[src/rtl/scsi_pkg.sv]
// Shared types and widths for the SCSI-target / host block-device channel arbiter.
package scsi_pkg;

    localparam int LBA_W = 32;
    localparam int BUF_W = 16;

    typedef enum logic [1:0] {
        IDLE,
        ISSUE,
        XFER,
        RELEASE
    } state_t;

    typedef enum logic {
        OP_RD,
        OP_WR
    } op_t;

endpackage

[src/rtl/scsi_sd_arbiter_rr_pick.sv]
// Round-robin picker: first asserted request at or after ptr, wrapping modulo N.
module rr_pick #(
    parameter int N  = 2,
    parameter int IW = (N > 1) ? $clog2(N) : 1
) (
    input  logic [N-1:0]  req,
    input  logic [IW-1:0] ptr,
    output logic [N-1:0]  onehot,
    output logic [IW-1:0] idx,
    output logic          valid
);

    // ptr is assumed to be < N, so a single subtraction is enough to wrap.
    function automatic logic [IW-1:0] wrap_add(input logic [IW-1:0] p, input int k);
        int s;
        s = int'(p) + k;
        if (s >= N) begin
            s = s - N;
        end
        return IW'(s);
    endfunction

    always_comb begin
        onehot = '0;
        idx    = '0;
        valid  = 1'b0;
        for (int k = 0; k < N; k++) begin
            if (!valid && req[wrap_add(ptr, k)]) begin
                valid = 1'b1;
                idx   = wrap_add(ptr, k);
            end
        end
        if (valid) begin
            onehot[idx] = 1'b1;
        end
    end

endmodule

[src/rtl/scsi_sd_arbiter.sv]
// Shares the single host sector channel between NUM_TGT SCSI targets, one sector transfer per
// round-robin grant, with LBA/direction frozen for the transfer and ack/buffer strobes steered.
module scsi_sd_arbiter
    import scsi_pkg::*;
#(
    parameter int NUM_TGT     = 2,
    parameter int TIMEOUT_CYC = 2**20
) (
    input  logic                     clk,
    input  logic                     reset,
    input  logic [32*NUM_TGT-1:0]    tgt_lba,
    input  logic [NUM_TGT-1:0]       tgt_rd,
    input  logic [NUM_TGT-1:0]       tgt_wr,
    output logic [NUM_TGT-1:0]       tgt_ack,
    input  logic [16*NUM_TGT-1:0]    tgt_buff_din,
    output logic [NUM_TGT-1:0]       tgt_buff_wr,
    output logic [31:0]              sd_lba,
    output logic                     sd_rd,
    output logic                     sd_wr,
    input  logic                     sd_ack,
    output logic [15:0]              sd_buff_din,
    input  logic                     sd_buff_wr,
    output logic                     busy,
    output logic                     timeout_err
);

    localparam int IW = (NUM_TGT > 1) ? $clog2(NUM_TGT) : 1;
    localparam int TW = (TIMEOUT_CYC > 1) ? $clog2(TIMEOUT_CYC) : 1;

    state_t             state_q, state_d;
    logic [IW-1:0]      grant_q, grant_d;
    logic [IW-1:0]      rr_ptr_q, rr_ptr_d;
    op_t                op_q, op_d;
    logic [LBA_W-1:0]   lba_q, lba_d;
    logic               issuing_q, issuing_d;
    logic [TW-1:0]      timer_q, timer_d;
    logic               tmo_q, tmo_d;

    logic [NUM_TGT-1:0] req;
    logic [NUM_TGT-1:0] pick_onehot;
    logic [IW-1:0]      pick_idx;
    logic               pick_valid;
    logic               pick_is_rd;
    logic [LBA_W-1:0]   lba_arr [NUM_TGT];
    logic [BUF_W-1:0]   din_arr [NUM_TGT];

    function automatic logic [IW-1:0] next_ptr(input logic [IW-1:0] g);
        if (int'(g) == NUM_TGT - 1) begin
            return '0;
        end
        return g + 1'b1;
    endfunction

    assign req = tgt_rd | tgt_wr;

    always_comb begin
        for (int i = 0; i < NUM_TGT; i++) begin
            lba_arr[i] = tgt_lba[LBA_W*i +: LBA_W];
            din_arr[i] = tgt_buff_din[BUF_W*i +: BUF_W];
        end
    end

    rr_pick #(
        .N  (NUM_TGT),
        .IW (IW)
    ) u_pick (
        .req    (req),
        .ptr    (rr_ptr_q),
        .onehot (pick_onehot),
        .idx    (pick_idx),
        .valid  (pick_valid)
    );

    // A target asserting both rd and wr is served as a read.
    assign pick_is_rd = |(pick_onehot & tgt_rd);

    always_ff @(posedge clk or posedge reset) begin
        if (reset) begin
            state_q   <= IDLE;
            grant_q   <= '0;
            rr_ptr_q  <= '0;
            op_q      <= OP_RD;
            lba_q     <= '0;
            issuing_q <= 1'b0;
            timer_q   <= '0;
            tmo_q     <= 1'b0;
        end else begin
            state_q   <= state_d;
            grant_q   <= grant_d;
            rr_ptr_q  <= rr_ptr_d;
            op_q      <= op_d;
            lba_q     <= lba_d;
            issuing_q <= issuing_d;
            timer_q   <= timer_d;
            tmo_q     <= tmo_d;
        end
    end

    always_comb begin
        state_d   = state_q;
        grant_d   = grant_q;
        rr_ptr_d  = rr_ptr_q;
        op_d      = op_q;
        lba_d     = lba_q;
        issuing_d = issuing_q;
        timer_d   = timer_q;
        tmo_d     = 1'b0;
        case (state_q)
            IDLE: begin
                // A stale host ack must drain before anyone is granted.
                if (pick_valid && !sd_ack) begin
                    grant_d   = pick_idx;
                    lba_d     = lba_arr[pick_idx];
                    op_d      = pick_is_rd ? OP_RD : OP_WR;
                    issuing_d = 1'b1;
                    timer_d   = '0;
                    state_d   = ISSUE;
                end
            end
            ISSUE: begin
                if (sd_ack) begin
                    issuing_d = 1'b0;
                    state_d   = XFER;
                end else if (!req[grant_q]) begin
                    issuing_d = 1'b0;
                    rr_ptr_d  = next_ptr(grant_q);
                    state_d   = IDLE;
                end else if (timer_q == TW'(TIMEOUT_CYC - 1)) begin
                    issuing_d = 1'b0;
                    tmo_d     = 1'b1;
                    rr_ptr_d  = next_ptr(grant_q);
                    state_d   = IDLE;
                end else begin
                    timer_d = timer_q + 1'b1;
                end
            end
            XFER: begin
                if (!sd_ack) begin
                    state_d = RELEASE;
                end
            end
            RELEASE: begin
                rr_ptr_d = next_ptr(grant_q);
                state_d  = IDLE;
            end
            default: begin
                state_d = IDLE;
            end
        endcase
    end

    // Only the owner sees host ack/strobes, and only while it actually owns the channel.
    always_comb begin
        tgt_ack     = '0;
        tgt_buff_wr = '0;
        if (state_q == ISSUE || state_q == XFER) begin
            tgt_ack[grant_q]     = sd_ack;
            tgt_buff_wr[grant_q] = sd_buff_wr;
        end
    end

    assign sd_buff_din = din_arr[grant_q];
    assign sd_lba      = lba_q;
    assign sd_rd       = issuing_q && (op_q == OP_RD);
    assign sd_wr       = issuing_q && (op_q == OP_WR);
    assign busy        = (state_q != IDLE);
    assign timeout_err = tmo_q;

endmodule
[config.mk]
export PLATFORM = sky130hd
export DESIGN_NAME = scsi_sd_arbiter
export DESIGN_NICKNAME = d
export VERILOG_FILES = /design/src/rtl/scsi_pkg.sv /design/src/rtl/scsi_sd_arbiter_rr_pick.sv /design/src/rtl/scsi_sd_arbiter.sv
export SDC_FILE = /design/constraint.sdc
export NUM_CORES = 1
export LEC_CHECK = 0
export BUFFER_PORTS_ARGS = -buffer_cell sky130_fd_sc_hd__buf_2
export CAP_MARGIN = 20
export CORE_ASPECT_RATIO = 0.8
export CORE_UTILIZATION = 35
export DETAILED_ROUTE_END_ITERATION = 6
export PLACE_DENSITY = 0.6
export SLEW_MARGIN = 20
export SYNTH_ARGS = -nofsm -noshare
export SYNTH_HDL_FRONTEND = slang
export SYNTH_SLANG_ARGS = --single-unit
[constraint.sdc]
create_clock -name clk -period 3.95 [get_ports clk]
set_input_delay 0.79 -clock clk [delete_from_list [all_inputs] [get_ports clk]]
set_output_delay 0.79 -clock clk [all_outputs]
set_load 0.01 [all_outputs]
Word level (Yosys, flattened, before mapping)
Cells that the tools add are included.
W data, S select, Z words.
{ "word_totals": {"ff_bits": 59, "out_inout_bits": 56, "input_bits": 104} }
{ "classes": {"n_eq_ne": 11, "bitwise_logic": 7, "n_mux": 63, "n_lt_le_gt_ge": 10, "reduce_logical": 19, "n_addsub": 5} }
{ "op_table": {"columns": ["operator", "n"], "rows": [
  ["$mux W32", 3],
  ["$mux W20", 4],
  ["$mux W16", 3],
  ["$pmux W20 S2", 1],
  ["$mux W1", 39],
  ["$add A20 B1 Y20 const B", 1],
  ["$eq A20 B20 Y1 const B", 1],
  ["$mux W2", 8],
  ["$ne A2 B2 Y1 const B", 5],
  ["$reduce_and A3 Y1", 3],
  ["$lt A1 B2 Y1 const B", 4],
  ["$pmux W2 S4", 1],
  ["$and A2 B2 Y2", 3],
  ["$ge A2 B2 Y1 const B", 3],
  ["$logic_and A1 B1 Y1", 6],
  ["$reduce_bool A2 Y1", 3],
  ["$reduce_and A5 Y1", 1],
  ["$eq A2 B2 Y1 const B", 2],
  ["$ne A4 B4 Y1 const B", 1],
  ["$not A1 Y2", 2],
  ["$pmux W1 S2", 2],
  ["$ne A3 B3 Y1 const B", 1],
  ["$add A1 B1 Y2 const B", 1],
  ["$demux W1 S1", 2],
  ["12 further kinds", 15]
]} }

Logic depth before layout (Yosys ltp)
{ "depth": {"word_depth": 16, "mapped_depth": 9, "mapped_depth_nobuf": 7} }

By module
A second synthesis with hierarchy kept.
{ "hier_totals": {"hier_cells": 354, "area_unflattened_um2": 3402.0} }
{ "by_module_without_submodules": {"columns": ["module", "instances", "cells_each", "area_each_um2"], "rows": [
  ["scsi_sd_arbiter", 1, 349, 3369.5],
  ["rr_pick", 1, 5, 32.5]
]} }

Worst setup path before layout
OpenSTA, ideal clock, no wires.
{ "synth_timing": {"kind": "input-to-reg", "start": "input tgt_rd[0]", "end": "register timer_q[13]", "setup_time_ns": 0.082, "slack_ns": 1.797, "required_ns": 3.868, "arrival_ns": 2.071, "path_buffers": 2, "cell_stages": 7, "path_cell_list": "nor3_1 > or4_4 > buf_6 > a31o_4 > buf_6 > a21o_1 > a31oi_1"} }
{ "synth_via": {"elab_chain_len": 10, "word_cells_on_any_way": 15, "classes_between": "eq/ne (2); mux (8); bitwise (1); reduce/logical (4)"} }
{ "synth_lines": {"columns": ["item", "line", "source"], "rows": [
  ["start: declaration", "scsi_sd_arbiter.sv:12", "input logic [NUM_TGT-1:0] tgt_rd,"],
  ["$or A2 B2 Y2 *", "scsi_sd_arbiter.sv:54", "assign req = tgt_rd | tgt_wr;"],
  ["$mux W1 (not written as such) (2 in a row)", "scsi_sd_arbiter_rr_pick.sv:28", "if (!valid && req[wrap_add(ptr, k)]) begin"],
  ["$mux W1", "scsi_sd_arbiter_rr_pick.sv:28", null],
  ["$logic_not A1 Y1", "scsi_sd_arbiter_rr_pick.sv:28", null],
  ["$logic_and A1 B1 Y1", "scsi_sd_arbiter_rr_pick.sv:28", null],
  ["$mux W1", "scsi_sd_arbiter_rr_pick.sv:28", null],
  ["$logic_and A1 B1 Y1", "scsi_sd_arbiter.sv:111", "if (pick_valid && !sd_ack) begin"],
  ["$ne A2 B2 Y1 (no source line)", null, null],
  ["$reduce_and A5 Y1 (no source line) *", null, null],
  ["end signal: assignment", "scsi_sd_arbiter.sv:94", "timer_q <= timer_d;"],
  ["end: declaration", "scsi_sd_arbiter.sv:36", "logic [TW-1:0] timer_q, timer_d;"]
]} }
Mark *: on every way between the ends. The rest lies on a longest branch, timed or not. The select of a mux whose other input is x is not followed.
A chain may end at the register's enable or synchronous reset.

Final worst setup path
{ "layout_timing": {"start": "register grant_q", "end": "register timer_q[17]"} }
{ "layout_via": {"elab_chain_len": 4} }
{ "layout_lines": {"columns": ["item", "line", "source"], "rows": [
  ["start: declaration", "scsi_sd_arbiter.sv:31", "logic [IW-1:0] grant_q, grant_d;"],
  ["start signal: assignment", "scsi_sd_arbiter.sv:89", "grant_q <= grant_d;"],
  ["$mux W1 (not written as such) (2 in a row)", "scsi_sd_arbiter.sv:124", "end else if (!req[grant_q]) begin"],
  ["$ne A2 B2 Y1 (no source line)", null, null],
  ["$reduce_and A5 Y1 (no source line)", null, null]
]} }
Every way passes these cells. The select of a mux whose other input is x is not followed.

==> summary.txt <==
Status
  • Outcome: finished clean

Synthesis
  • Synth warn: 0
  • Compound-gate portion of the synthesized area: 16.2%
  • Seq cells post-synth: 59
  • Synthesized cell area: 3310 µm²
  • Synth Area in Simple Gates: 16.2%
  • Post-synthesis xor/xnor area fraction: 0.794%
  • Seq/Total Area, Yosys: 44.6%
  • EDFF count, synth: 0
  • Top-area cell type share of the netlist area: 44.6%
  • Largest family of logic cells by synthesized area: simple AND/OR/NAND/NOR gates
  • Post-synth cell types: 46
  • Main synth FF type: dfrtp_1
  • Mean Syn Cell Area: 9.48 µm²
  • Synth Instances: 349
  • Syn Nets: 459
  • Post-synth top area cell: dfrtp_1
  • Post-synthesis async set-or-reset flop share: 100%
  • Adder-Cell Fraction of Synth Area: 2.27%
  • Most area-consuming cells after synthesis: dfrtp_1, mux2i_1, o21ai_0
  • Mux share of post-synthesis cell area: 15.4%

Clock tree
  • Worst-path clk slew: 0.05 ns
  • Post-CTS Resized: 0
  • CTS tree: yes
  • Max Root-Sink Buffers: 2
  • # hold bufs at CTS: 0
  • Setup Fix Bufs, Post-CTS: 0
  • Clk_lat worst skew: 0.32 ns
  • Root Buffer: clkbuf_16
  • CTS buffer count: 9
  • H-Tree Depth: 3
  • CTS sink count: 59

Routing
  • Final ANT Viol Nets: 0
  • DRC Markers: 0
  • Routed vias: 3103
  • Total Routed Length: 8340 µm
  • Vias per Instance: 4.99
  • 1st-pass router iterations: 4
  • Number of DRC markers in iteration 0: 95
  • DR WL/cell: 13.4 µm

Timing
  • RSZ-0062 raised after global routing: false
  • Fmax: 0.373 GHz
  • Worst Skew: 0.00343 ns
  • Total negative slack: 0 ns
  • Final hold violation count: 0
  • Final Cycle Share: 67.9%
  • Final setup violation count: 0
  • Min cycle time layout: 2.68 ns
  • Worst slew pin tran: 0.972 ns
  • Rel. slew slack: 35.2%
  • Slew Viols, Final: 0

Power
  • Comb pwr share: 38.8%
  • PwrDens: 661 nW/µm²
  • Switching portion of total power: 36.4%
  • Max VDD drop: 364 µV
  • Clock network fraction of design power: 27.4%
  • Leak: 0.00227 µW
  • Internal: 1890 µW
  • Part of the power in registers: 33.8%
  • Net switching power: 1080 µW

Cells and area
  • FILL cells: 871
  • Post-Route Utilization: 49.2%
  • P&R area growth vs syn: 35.5%
  • Final net count: 612
  • Layout cells sized above 1: 39.6%
  • Register area: 1480 µm²
  • ANT cells: 0
  • Multi-input logic area: 1700 µm²

Setup path
  • Worst Path Required: 4.19 ns
  • Critical Path AT: 2.92 ns
  • Crit path kind: reg -> reg
  • Worst Setup Start Kind: register
  • Critical path peak fanout: 24
  • Worst r2r path cells: 5
  • Crit path capture type: register

Floorplan
  • Die W: 111 µm
  • Row cnt: 31
  • # IOs: 160
  • Die area: 9850 µm²
  • Core ar.: 9110 µm²
  • Initial Utilization: 36.3%
  • Die Span Y: 89.0 µm

Global route
  • Gr usage total: 16.8%
  • Number of global-route vias before repair: 2733
  • Largest net degree at the start of global routing: 70
  • Initial antenna violation count: 0
  • Grt total ovfl: 0
  • First-pass GRT wire length: 13000 µm

Run
  • Max-cap violation count: 0

Placed design
  • RD Place Congestion: 0.751
  • Port buffer count: 159
  • HPWL after DPL: 6350 µm

Hold path
  • HP Class: in -> async
cell usage in the layout, fill, tap and decap left out, types with 3 or more instances in the layout:
master	instances
buf_2	159
dfrtp_1	59
nand2_1	58
o21ai_0	51
mux2i_1	33
mux2_2	16
nand3_1	12
nor2_1	11
inv_1	10
a31oi_1	10
clkbuf_16	9
a21oi_1	8
ha_1	6
nor3_1	4
and3_1	4
o21ai_1	4
or3_1	4
nor4_1	3
nand4_1	3
critical path: stages (launching register included):
cell and delay [ns]:
dfrtp_1 0.91, nor3_1 0.20, or4_4 0.58, a31oi_4 0.52
o21ai_0 0.19, a31oi_1 0.19
state kept, by name (all words and copies together), names as in the netlist, named ones only:
register	count
issuing_q	1
sd_lba	32
grant_q	1
timer_q	20
op_q	1
state_q	1
timeout_err	1
rr_ptr_q	1
per-layer routing:
layer,part of all wire [%],up-vias,wire length [µm],global-route usage (%)
li1,-,1555,-,-
met1,45,1418,3780,20.5
met2,48,121,3960,29.2
met3,6.1,9,505,4.81
met4,1.1,0,92,5.45
met5,0,-,0,0
final cells by class:
type / count / share of cell area (%)
Tap cell: 115 / 3.21
Multi-Input combinational cell: 259 / 37.9
Clock inverter: 5 / 1.73
Clock buffer: 11 / 5.19
Timing Repair Buffer: 161 / 18.1
Sequential cell: 59 / 32.9
Inverter: 12 / 1.00
per-stage QoR:
| step | setup WS (ns) | cells | cell area [µm²] | total power [µW] | hold slack [ns] |
|---|---|---|---|---|---|
| 3_5_place_dp | 1.19 | 606 | 4180 | 2180 | 0.465 |
| 6_report | 1.27 | 622 | 4490 | 2960 | 0.465 |
| 4_1_cts | 1.27 | 622 | 4490 | 3000 | 0.472 |
| 3_3_place_gp | 1.33 | 606 | 4180 | 2150 | 0.457 |
| 5_1_grt | 1.07 | 622 | 4490 | 3200 | 0.489 |
| 2_1_floorplan | 1.70 | 349 | 3310 | 1760 | 0.438 |
power groups by stage:
stage | clock, µW | combinational, µW | sequential, µW
after floorplan | 0 | 731 | 1030
after global placement | 0 | 1150 | 1000
after detailed placement | 0 | 1170 | 1010
after CTS | 830 | 1170 | 1000
after global routing | 863 | 1290 | 1040
final | 813 | 1150 | 1000
cell families (layout without fill, tap and decap cells):
family / after synthesis / count (layout)
simple gates: 112 / 112
compound gates: 89 / 89
flops: 59 / 59
mux: 49 / 49
buf+inv: 31 / 189
fa+ha+maj: 6 / 6
xor+xnor: 3 / 3
synthesized netlist by cell type (2+ instances only):
cell type  number
dfrtp_1        59
nand2_1        58
o21ai_0        51
mux2i_1        33
mux2_2         16
nand3_1        12
inv_1          11
nor2_1         11
a31oi_1        10
clkbuf_1       10
a21oi_1         8
ha_1            6
buf_2           5
or3_1           5
and3_1          4
nor3_1          4
o21ai_1         4
buf_6           3
nand4_1         3
nor4_1          3
a21o_1          2
a22o_1          2
and2_1          2
and4_1          2
nor3b_1         2
o31ai_1         2
xor2_1          2
path summary, 6_finish.rpt:
kind | from | endpoint | slack [ns]
worst max-delay path | grant_q | timer_q[17] | 1.27
worst min-delay path | reset | sd_lba[0] | 0.46
worst max register to register | grant_q | timer_q[17] | 1.27
worst min register to register | sd_lba[28] | sd_lba[28] | 0.47
max in group asynchronous | reset | timer_q[11] | 2.63
min in group clk | sd_lba[28] | sd_lba[28] | 0.47
No activity file was read; power rests on OpenSTA's default activity.
